==> src/rtl/bin_to_bcd_pkg.sv <==
// ---------------------------------------------------------------------------
// bin_to_bcd_pkg
// Shared definitions for the binary-to-BCD display block:
//   - state_t     : conversion FSM encoding (IDLE, SHIFT, DONE)
//   - SEG_*       : 7-segment patterns, bit 6 = a ... bit 0 = g, active-high
//   - full_digits : number of BCD digits needed to hold any BIN_W-bit value
//   - seg_decode  : BCD nibble to segment pattern (10..15 map to blank)
// ---------------------------------------------------------------------------
package bin_to_bcd_pkg;

    typedef enum logic [1:0] {
        IDLE  = 2'd0,
        SHIFT = 2'd1,
        DONE  = 2'd2
    } state_t;

    localparam logic [6:0] SEG_0     = 7'b1111110;
    localparam logic [6:0] SEG_1     = 7'b0110000;
    localparam logic [6:0] SEG_2     = 7'b1101101;
    localparam logic [6:0] SEG_3     = 7'b1111001;
    localparam logic [6:0] SEG_4     = 7'b0110011;
    localparam logic [6:0] SEG_5     = 7'b1011011;
    localparam logic [6:0] SEG_6     = 7'b1011111;
    localparam logic [6:0] SEG_7     = 7'b1110000;
    localparam logic [6:0] SEG_8     = 7'b1111111;
    localparam logic [6:0] SEG_9     = 7'b1111011;
    localparam logic [6:0] SEG_BLANK = 7'b0000000;

    // log10(2) ~= 0.301, so this is floor(BIN_W*log10(2)) + 1 digits.
    function automatic int full_digits(input int bin_w);
        return (bin_w * 301) / 1000 + 1;
    endfunction

    function automatic logic [6:0] seg_decode(input logic [3:0] nib);
        logic [6:0] seg;
        case (nib)
            4'd0:    seg = SEG_0;
            4'd1:    seg = SEG_1;
            4'd2:    seg = SEG_2;
            4'd3:    seg = SEG_3;
            4'd4:    seg = SEG_4;
            4'd5:    seg = SEG_5;
            4'd6:    seg = SEG_6;
            4'd7:    seg = SEG_7;
            4'd8:    seg = SEG_8;
            4'd9:    seg = SEG_9;
            default: seg = SEG_BLANK;
        endcase
        return seg;
    endfunction

endpackage

==> src/rtl/bin_to_bcd_seg_scan_if.sv <==
// ---------------------------------------------------------------------------
// bin_to_bcd_seg_scan_if
// Bundle of all non-clock signals of bin_to_bcd_seg_scan.
//   in_valid / in_data / in_ready : request handshake from the producer
//   done                          : one-cycle completion pulse
//   bcd_out / led_out             : last result and overflow indicator
//   seg_out / dig_en              : multiplexed display pins
// master = producer/board side, slave = the converter.
// ---------------------------------------------------------------------------
interface bin_to_bcd_seg_scan_if #(
    parameter int BIN_W  = 8,
    parameter int DIGITS = 3
);
    logic                  in_valid;
    logic [BIN_W-1:0]      in_data;
    logic                  in_ready;
    logic                  done;
    logic [4*DIGITS-1:0]   bcd_out;
    logic                  led_out;
    logic [6:0]            seg_out;
    logic [DIGITS-1:0]     dig_en;

    modport master (
        output in_valid, in_data,
        input  in_ready, done, bcd_out, led_out, seg_out, dig_en
    );

    modport slave (
        input  in_valid, in_data,
        output in_ready, done, bcd_out, led_out, seg_out, dig_en
    );
endinterface

==> src/rtl/bin_to_bcd_iter.sv <==
// ---------------------------------------------------------------------------
// bin_to_bcd_iter
// Iterative double-dabble converter with a valid/ready request handshake.
//   clk, rst      : clock, asynchronous active-high reset
//   inValid_i     : convert inData_i (taken only while idle)
//   inData_i      : binary operand
//   inReady_o     : high while idle
//   done_o        : high for the single DONE cycle
//   capture_o     : high in the last SHIFT cycle; bcdFull_o is then the
//                   final result that becomes visible on the following edge
//   bcdFull_o     : all FULL_DIGITS BCD digits of the next shift value
// ---------------------------------------------------------------------------
module bin_to_bcd_iter
    import bin_to_bcd_pkg::*;
#(
    parameter int BIN_W       = 8,
    parameter int FULL_DIGITS = full_digits(BIN_W)
) (
    input  logic                     clk,
    input  logic                     rst,
    input  logic                     inValid_i,
    input  logic [BIN_W-1:0]         inData_i,
    output logic                     inReady_o,
    output logic                     done_o,
    output logic                     capture_o,
    output logic [4*FULL_DIGITS-1:0] bcdFull_o
);

    localparam int SR_W  = 4*FULL_DIGITS + BIN_W;
    localparam int CNT_W = $clog2(BIN_W);

    state_t             state_q, state_d;
    logic [SR_W-1:0]    shiftReg_q, shiftReg_d;
    logic [SR_W-1:0]    adjusted;
    logic [CNT_W-1:0]   shiftCnt_q, shiftCnt_d;

    // State, shift register and shift counter.
    always_ff @(posedge clk or posedge rst) begin
        if (rst) begin
            state_q    <= IDLE;
            shiftReg_q <= '0;
            shiftCnt_q <= '0;
        end else begin
            state_q    <= state_d;
            shiftReg_q <= shiftReg_d;
            shiftCnt_q <= shiftCnt_d;
        end
    end

    // Next state plus one double-dabble step: any BCD digit that would
    // reach 10 or more after doubling is pre-corrected by +3 before the
    // shift, so the carry lands in the next digit.
    always_comb begin
        state_d    = state_q;
        shiftReg_d = shiftReg_q;
        shiftCnt_d = shiftCnt_q;
        capture_o  = 1'b0;
        adjusted   = shiftReg_q;
        for (int i = 0; i < FULL_DIGITS; i++) begin
            if (adjusted[BIN_W+4*i +: 4] >= 4'd5) begin
                adjusted[BIN_W+4*i +: 4] = adjusted[BIN_W+4*i +: 4] + 4'd3;
            end
        end
        case (state_q)
            IDLE: begin
                if (inValid_i) begin
                    shiftReg_d = {{(4*FULL_DIGITS){1'b0}}, inData_i};
                    shiftCnt_d = '0;
                    state_d    = SHIFT;
                end
            end
            SHIFT: begin
                shiftReg_d = {adjusted[SR_W-2:0], 1'b0};
                shiftCnt_d = shiftCnt_q + CNT_W'(1);
                if (shiftCnt_q == CNT_W'(BIN_W-1)) begin
                    state_d   = DONE;
                    capture_o = 1'b1;
                end
            end
            DONE: begin
                state_d = IDLE;
            end
            default: begin
                state_d = IDLE;
            end
        endcase
    end

    assign inReady_o = (state_q == IDLE);
    assign done_o    = (state_q == DONE);
    assign bcdFull_o = shiftReg_d[SR_W-1 -: 4*FULL_DIGITS];

endmodule

==> src/rtl/bin_to_bcd_seg_scan.sv <==
// ---------------------------------------------------------------------------
// bin_to_bcd_seg_scan
// Binary to DIGITS-digit decimal converter driving a time-multiplexed
// common-segment 7-segment display, with overflow LED and optional
// leading-zero blanking.
//   clk, rst : clock, asynchronous active-high reset
//   bus      : slave side of bin_to_bcd_seg_scan_if
//              (in_valid/in_data/in_ready handshake, done pulse,
//               bcd_out, led_out, seg_out, dig_en)
// ---------------------------------------------------------------------------
module bin_to_bcd_seg_scan
    import bin_to_bcd_pkg::*;
#(
    parameter int BIN_W    = 8,
    parameter int DIGITS   = 3,
    parameter int SCAN_DIV = 4,
    parameter int LZ_BLANK = 1
) (
    input  logic                  clk,
    input  logic                  rst,
    bin_to_bcd_seg_scan_if.slave  bus
);

    localparam int FULL_DIGITS = full_digits(BIN_W);
    localparam int WIDE_DIGITS = (DIGITS > FULL_DIGITS) ? DIGITS : FULL_DIGITS;
    localparam int CNT_W       = (SCAN_DIV > 1) ? $clog2(SCAN_DIV) : 1;
    localparam int IDX_W       = (DIGITS > 1) ? $clog2(DIGITS) : 1;

    logic                     capture;
    logic [4*FULL_DIGITS-1:0] bcdFull;
    logic [4*WIDE_DIGITS-1:0] bcdWide;
    logic [DIGITS-1:0]        upperZero;
    logic                     zeroAcc;
    logic [3:0]               shownNib;

    logic [4*DIGITS-1:0] bcdOut_q, bcdOut_d;
    logic                led_q, led_d;
    logic                shown_q, shown_d;
    logic [CNT_W-1:0]    scanCnt_q, scanCnt_d;
    logic [IDX_W-1:0]    digIdx_q, digIdx_d;
    logic [DIGITS-1:0]   digEn_q, digEn_d;
    logic [6:0]          seg_q, seg_d;

    bin_to_bcd_iter #(
        .BIN_W       (BIN_W),
        .FULL_DIGITS (FULL_DIGITS)
    ) u_iter (
        .clk       (clk),
        .rst       (rst),
        .inValid_i (bus.in_valid),
        .inData_i  (bus.in_data),
        .inReady_o (bus.in_ready),
        .done_o    (bus.done),
        .capture_o (capture),
        .bcdFull_o (bcdFull)
    );

    // Result, overflow and scanner registers.
    always_ff @(posedge clk or posedge rst) begin
        if (rst) begin
            bcdOut_q  <= '0;
            led_q     <= 1'b0;
            shown_q   <= 1'b0;
            scanCnt_q <= '0;
            digIdx_q  <= '0;
            digEn_q   <= DIGITS'(1);
            seg_q     <= SEG_BLANK;
        end else begin
            bcdOut_q  <= bcdOut_d;
            led_q     <= led_d;
            shown_q   <= shown_d;
            scanCnt_q <= scanCnt_d;
            digIdx_q  <= digIdx_d;
            digEn_q   <= digEn_d;
            seg_q     <= seg_d;
        end
    end

    // The full result is widened so that DIGITS larger than needed simply
    // reads zeros, and anything above the displayed digits is overflow.
    always_comb begin
        bcdWide                    = '0;
        bcdWide[4*FULL_DIGITS-1:0] = bcdFull;
        bcdOut_d = bcdOut_q;
        led_d    = led_q;
        shown_d  = shown_q;
        if (capture) begin
            bcdOut_d = bcdWide[4*DIGITS-1:0];
            led_d    = |(bcdWide >> (4*DIGITS));
            shown_d  = 1'b1;
        end
    end

    // Free-running digit scanner. Segments are decoded from the next-state
    // result and digit index so seg_out and dig_en always agree, including
    // on the edge that loads a new result.
    always_comb begin
        scanCnt_d = scanCnt_q + CNT_W'(1);
        digIdx_d  = digIdx_q;
        if (scanCnt_q == CNT_W'(SCAN_DIV-1)) begin
            scanCnt_d = '0;
            if (digIdx_q == IDX_W'(DIGITS-1)) begin
                digIdx_d = '0;
            end else begin
                digIdx_d = digIdx_q + IDX_W'(1);
            end
        end
        digEn_d = DIGITS'(1) << digIdx_d;

        // upperZero[i]: digit i and every more significant digit are zero.
        zeroAcc   = 1'b1;
        upperZero = '0;
        for (int i = DIGITS-1; i >= 0; i--) begin
            zeroAcc      = zeroAcc && (bcdOut_d[4*i +: 4] == 4'd0);
            upperZero[i] = zeroAcc;
        end

        shownNib = bcdOut_d[4*int'(digIdx_d) +: 4];
        seg_d    = seg_decode(shownNib);
        if (!shown_d) begin
            seg_d = SEG_BLANK;
        end else if ((LZ_BLANK != 0) && (digIdx_d != '0) && upperZero[digIdx_d]) begin
            seg_d = SEG_BLANK;
        end
    end

    assign bus.bcd_out = bcdOut_q;
    assign bus.led_out = led_q;
    assign bus.seg_out = seg_q;
    assign bus.dig_en  = digEn_q;

endmodule

==> src/flat_wrapper.sv <==
// flat-port wrapper written by rule: the top's interface ports become plain ports
module bin_to_bcd_seg_scan_flat import bin_to_bcd_pkg::*;
#(
    parameter int BIN_W    = 8,
    parameter int DIGITS   = 3,
    parameter int SCAN_DIV = 4,
    parameter int LZ_BLANK = 1
)
  (clk, rst, bus_in_valid, bus_in_data, bus_in_ready, bus_done, bus_bcd_out, bus_led_out, bus_seg_out, bus_dig_en);
  bin_to_bcd_seg_scan_if #(.BIN_W(BIN_W), .DIGITS(DIGITS)) bus_i ();
  input  logic clk;
  input  logic rst;
  input wire logic [$bits(bus_i.in_valid)-1:0] bus_in_valid;
  input wire logic [$bits(bus_i.in_data)-1:0] bus_in_data;
  output wire logic [$bits(bus_i.in_ready)-1:0] bus_in_ready;
  output wire logic [$bits(bus_i.done)-1:0] bus_done;
  output wire logic [$bits(bus_i.bcd_out)-1:0] bus_bcd_out;
  output wire logic [$bits(bus_i.led_out)-1:0] bus_led_out;
  output wire logic [$bits(bus_i.seg_out)-1:0] bus_seg_out;
  output wire logic [$bits(bus_i.dig_en)-1:0] bus_dig_en;
  assign bus_i.in_valid = bus_in_valid;
  assign bus_i.in_data = bus_in_data;
  assign bus_in_ready = bus_i.in_ready;
  assign bus_done = bus_i.done;
  assign bus_bcd_out = bus_i.bcd_out;
  assign bus_led_out = bus_i.led_out;
  assign bus_seg_out = bus_i.seg_out;
  assign bus_dig_en = bus_i.dig_en;
  bin_to_bcd_seg_scan #(.BIN_W(BIN_W), .DIGITS(DIGITS), .SCAN_DIV(SCAN_DIV), .LZ_BLANK(LZ_BLANK)) u_core (.clk(clk), .rst(rst), .bus(bus_i));
endmodule
==> config.mk <==
export PLATFORM = sky130hd
export DESIGN_NAME = bin_to_bcd_seg_scan_flat
export DESIGN_NICKNAME = d
export VERILOG_FILES = /design/src/rtl/bin_to_bcd_pkg.sv /design/src/rtl/bin_to_bcd_seg_scan_if.sv /design/src/rtl/bin_to_bcd_iter.sv /design/src/rtl/bin_to_bcd_seg_scan.sv /design/src/flat_wrapper.sv
export SDC_FILE = /design/constraint.sdc
export NUM_CORES = 1
export LEC_CHECK = 0
export CAP_MARGIN = 20
export CELL_PAD_IN_SITES_DETAIL_PLACEMENT = 0
export CELL_PAD_IN_SITES_GLOBAL_PLACEMENT = 1
export CORE_MARGIN = 2
export CORE_UTILIZATION = 43
export DETAILED_ROUTE_END_ITERATION = 8
export GPL_TIMING_DRIVEN = 0
export MAX_ROUTING_LAYER = met4
export PLACE_DENSITY = 0.82
export SETUP_SLACK_MARGIN = 0.5
export SYNTH_ARGS = -nofsm -noshare
export SYNTH_HDL_FRONTEND = slang
export SYNTH_SLANG_ARGS = --single-unit
==> constraint.sdc <==
create_clock -name clk -period 3.65 [get_ports clk]
set_input_delay 0.73 -clock clk [delete_from_list [all_inputs] [get_ports clk]]
set_output_delay 0.73 -clock clk [all_outputs]
set_load 0.05 [all_outputs]
==> metrics.md <==
| Metric | Value |
|---|---|
| CP startpoint kind | flip-flop |
| Worst-Skew Late Latency | about 0.31 ns |
| Vias post-DR | about 2400 |
| Synth Warn # | 0 |
| Reg-to-reg startpoint | u_core.u_iter.shiftCnt_q[0] |
| Initial antenna violation count | 0 |
| Top-Level Pins | 36 |
| Period Utilization, post-route | 0.8100 |
| DR iter-0 viols | ~160 |
| Hold Crit Start | u_core.scanCnt_q[0] |
| Crit Path Category | reg -> reg |
| ANT nets after route | 0 |
| Minimum clock period | 2.956 ns |
| Syn nets | ~330 |
| Commonest non-fill, non-tap cell in the layout | dfrtp_1 |
| Largest net degree at the start of global routing | 36 |
| Cell Pwr Density | between 900 and 1000 nW/um^2 |
| EDFF count, synth | 0 |
| Dpl cell area | 3356 um^2 |
| Most common cell on crit path | ha_1 |
| Via/cell ratio | roughly 5.6 |
| Final Wtd Congestion | about 0.85 |
| Syn_area_per_cell | 9.536 um^2 |
| Primary FF master, synth | dfrtp_1 |
| CP required | slightly below 4 ns |
| Fraction of registers with async set/reset | 1.000 |
| CP cell instances | ha_1 -> ha_1 -> nand3b_4 -> buf_6 -> buf_6 -> mux2i_2 -> inv_1 -> a22oi_1 -> o221a_2 -> inv_1 -> ha_1 -> or3_1 -> a31oi_1 |
| Leakage power | 1.596 nW |
| Seq/Total Area, Yosys | 0.4493 |
| Max-Cap Viols | 0 |
| Die W | 86.11 um |
| Final WL | around 6.9 mm |
| Hold depth | 1 |
| Die H | about 86 um |
| Core region area | 6422 um^2 |
| H-tree levels | 2 |
| # hold bufs at CTS | 0 |
| Grt total ovfl | 0 |
| Clock transition at the registers of the reported paths | 0.10 ns |
| Vias in the first global route | about 2200 |
| Cell area after synthesis | 2899 um^2 |
| Antenna cells | 0 |
| Tightest Hold Check Type | reg -> reg |
| Final instance area | ~3500 um^2 |
| Die area | ~7400 um^2 |
| Hold Vio Cnt, Final | 0 |
| Wire length of the first global-routing pass | around 11 mm |
| Worst Path Arrival | 3.18 ns |
| Rel. slew slack | 0.6307 |
| Reg2reg setup slack | 0.69 ns |
| Gate power share | 0.566 |
| DP HPWL | between 5 and 6 mm |
| Maximum vdd drop | between 300 and 400 uV |
| Layout cells sized above 1 | 0.1066 |
| Area growth from synthesis to layout | 21.06% |
| CP Max Fanout | 10 |
| Total power | approximately 3.3 mW |
| Gate Count Post-Synth | between 300 and 400 |
| Switching part of the total | 0.4679 |
| Pre-antenna DRT Iters | 4 |
| Distinct cells, synth | between 50 and 60 |
| # DRC | 0 |
| Initial Utilization | 0.4514 |
| Total track usage | 0.1990 |
| Sequential power share | 0.304 |
| Internal power | around 1.7 mW |
| Final setup violation count | 0 |
| NumNets Final | ~370 |
| Slew @ Worst Pin | between 0.5 and 0.6 ns |
| Port Buffers | 34 |
| R2R depth | 13 |
| Seq cells post-synth | between 50 and 60 |
| Core Rows | 29 |
| CTS buffer count | 5 |
| Max Root-Sink Buffers | 2 |
| Reg-to-reg endpoint | u_core.bus.seg_out[1] |
| CTS tree | yes |
| Status | finished clean |
| TNS Setup | 0 ns |
| Crit end category | flip-flop |
| Clk pwr share | 0.130 |
| Sink Count | 52 |
| Top delay family on crit path | adder cells |
| Per-cell routed wire length | approximately 16 um |
| CTS root buf | clkbuf_8 |
| RSZ-0062 raised after global routing | no |
| Final slew viol count | 0 |
| Slowest CP cell | dfrtp_1 |
| P_sw | between 1.5 and 2 mW |
| Most frequent cells in the layout | 51 x dfrtp_1, 46 x nand2_1, 34 x clkdlybuf4s50_1 |
| Fmax | about 340 MHz |
| Endpoint, Worst Hold | u_core.scanCnt_q[0] |
| Final Skew | roughly 0.0054 ns |
| CP max stage delay | just over 0.4 ns |
| WP buf/inv | 4 |
[what timing repair did]
action	in CTS	in global routing
setup endpoints to repair	0	4
gates resized for setup	0	9
setup buffers	0	0
[flip-flops by register name, indices dropped and copies added (netlist names)]
name,flops
u_core.u_iter.shiftReg_q,20
u_core.bus.bcd_out,12
u_core.bus.seg_out,7
u_core.bus.dig_en,3
u_core.u_iter.shiftCnt_q,3
u_core.digIdx_q,2
u_core.scanCnt_q,2
u_core.u_iter.state_q,2
u_core.shown_q,1
[power by group through the flow]
stage / Clock [mW] / Combinational, mW / Sequential, mW
6_report: 0.422 / 1.84 / 0.988
5_1_grt: 0.454 / 2.01 / 1.02
4_1_cts: 0.434 / 1.81 / 0.984
3_5_place_dp: 0 / 1.81 / 0.995
3_3_place_gp: 0 / 1.78 / 0.988
2_1_floorplan: 0 / 0.978 / 1.30
[per-layer routing]
layer,vias up,track usage,part of all wire
li1,1174,-,-
met1,1162,0.2864,0.50
met2,38,0.2967,0.46
met3,8,0.02695,0.025
met4,0,0.05195,0.010
met5,-,-,0
[metrics by stage]
stage	setup slack [ns]	utilization	hold WS, ns	cells
detailed placement	0.5541	0.5225	0.4249	416
CTS	0.5252	0.5414	0.4384	424
global route	0.5058	0.5465	0.4581	424
global placement	0.6231	0.5194	0.4162	415
floorplan	0.9378	-	0.4031	304
finish	0.6936	0.5465	0.4295	424
[area by class of cell]
type	instances	area (um^2)
Sequential cell	52	1303
Tap cell	77	96.34
Buffer	15	86.33
Timing Repair Buffer	35	360.3
Fill cell	609	2913
Multi-Input combinational cell	220	1479
Inverter	17	63.81
Clock inverter	2	38.79
Clock buffer	6	82.58
[cell usage after synthesis (all sizes together) (4+ instances only)]
cell | instances | share of area
dfrtp | 51 | 0.44
a21o | 8 | 0.021
o31ai | 9 | 0.025
a22o | 4 | 0.012
a22oi | 8 | 0.021
nor2 | 17 | 0.022
inv | 17 | 0.022
nand3 | 7 | 0.012
a31oi | 9 | 0.019
or3 | 4 | 0.0086
o21ai | 25 | 0.044
nand2 | 46 | 0.060
a21oi | 9 | 0.016
buf | 8 | 0.019
nand2b | 8 | 0.017
clkbuf | 7 | 0.0091
ha | 14 | 0.060
a211oi | 6 | 0.016
[cell families after synthesis]
group / synth area share
xor+xnor: 0.003022
flops: 0.4493
simple gates: 0.1800
other cells: 0.001294
buf+inv: 0.04963
fa+ha+maj: 0.06042
compound gates: 0.2378
mux: 0.01856
[worst max-delay path by stage]
stage | end | depth (start not counted) | start | slack [ns]
after floorplan | u_core.bus.seg_out[3] | 13 | u_core.u_iter.shiftCnt_q[0] | 0.94
after global placement | u_core.bus.seg_out[3] | 13 | u_core.u_iter.shiftCnt_q[0] | 0.62
after detailed placement | u_core.bus.seg_out[1] | 13 | u_core.u_iter.shiftCnt_q[0] | 0.55
after CTS | u_core.bus.seg_out[1] | 13 | u_core.u_iter.shiftCnt_q[0] | 0.53
after global routing | u_core.bus.seg_out[1] | 13 | u_core.u_iter.shiftCnt_q[0] | 0.51
final | u_core.bus.seg_out[1] | 13 | u_core.u_iter.shiftCnt_q[0] | 0.69
(Power assumes the default switching activity.)
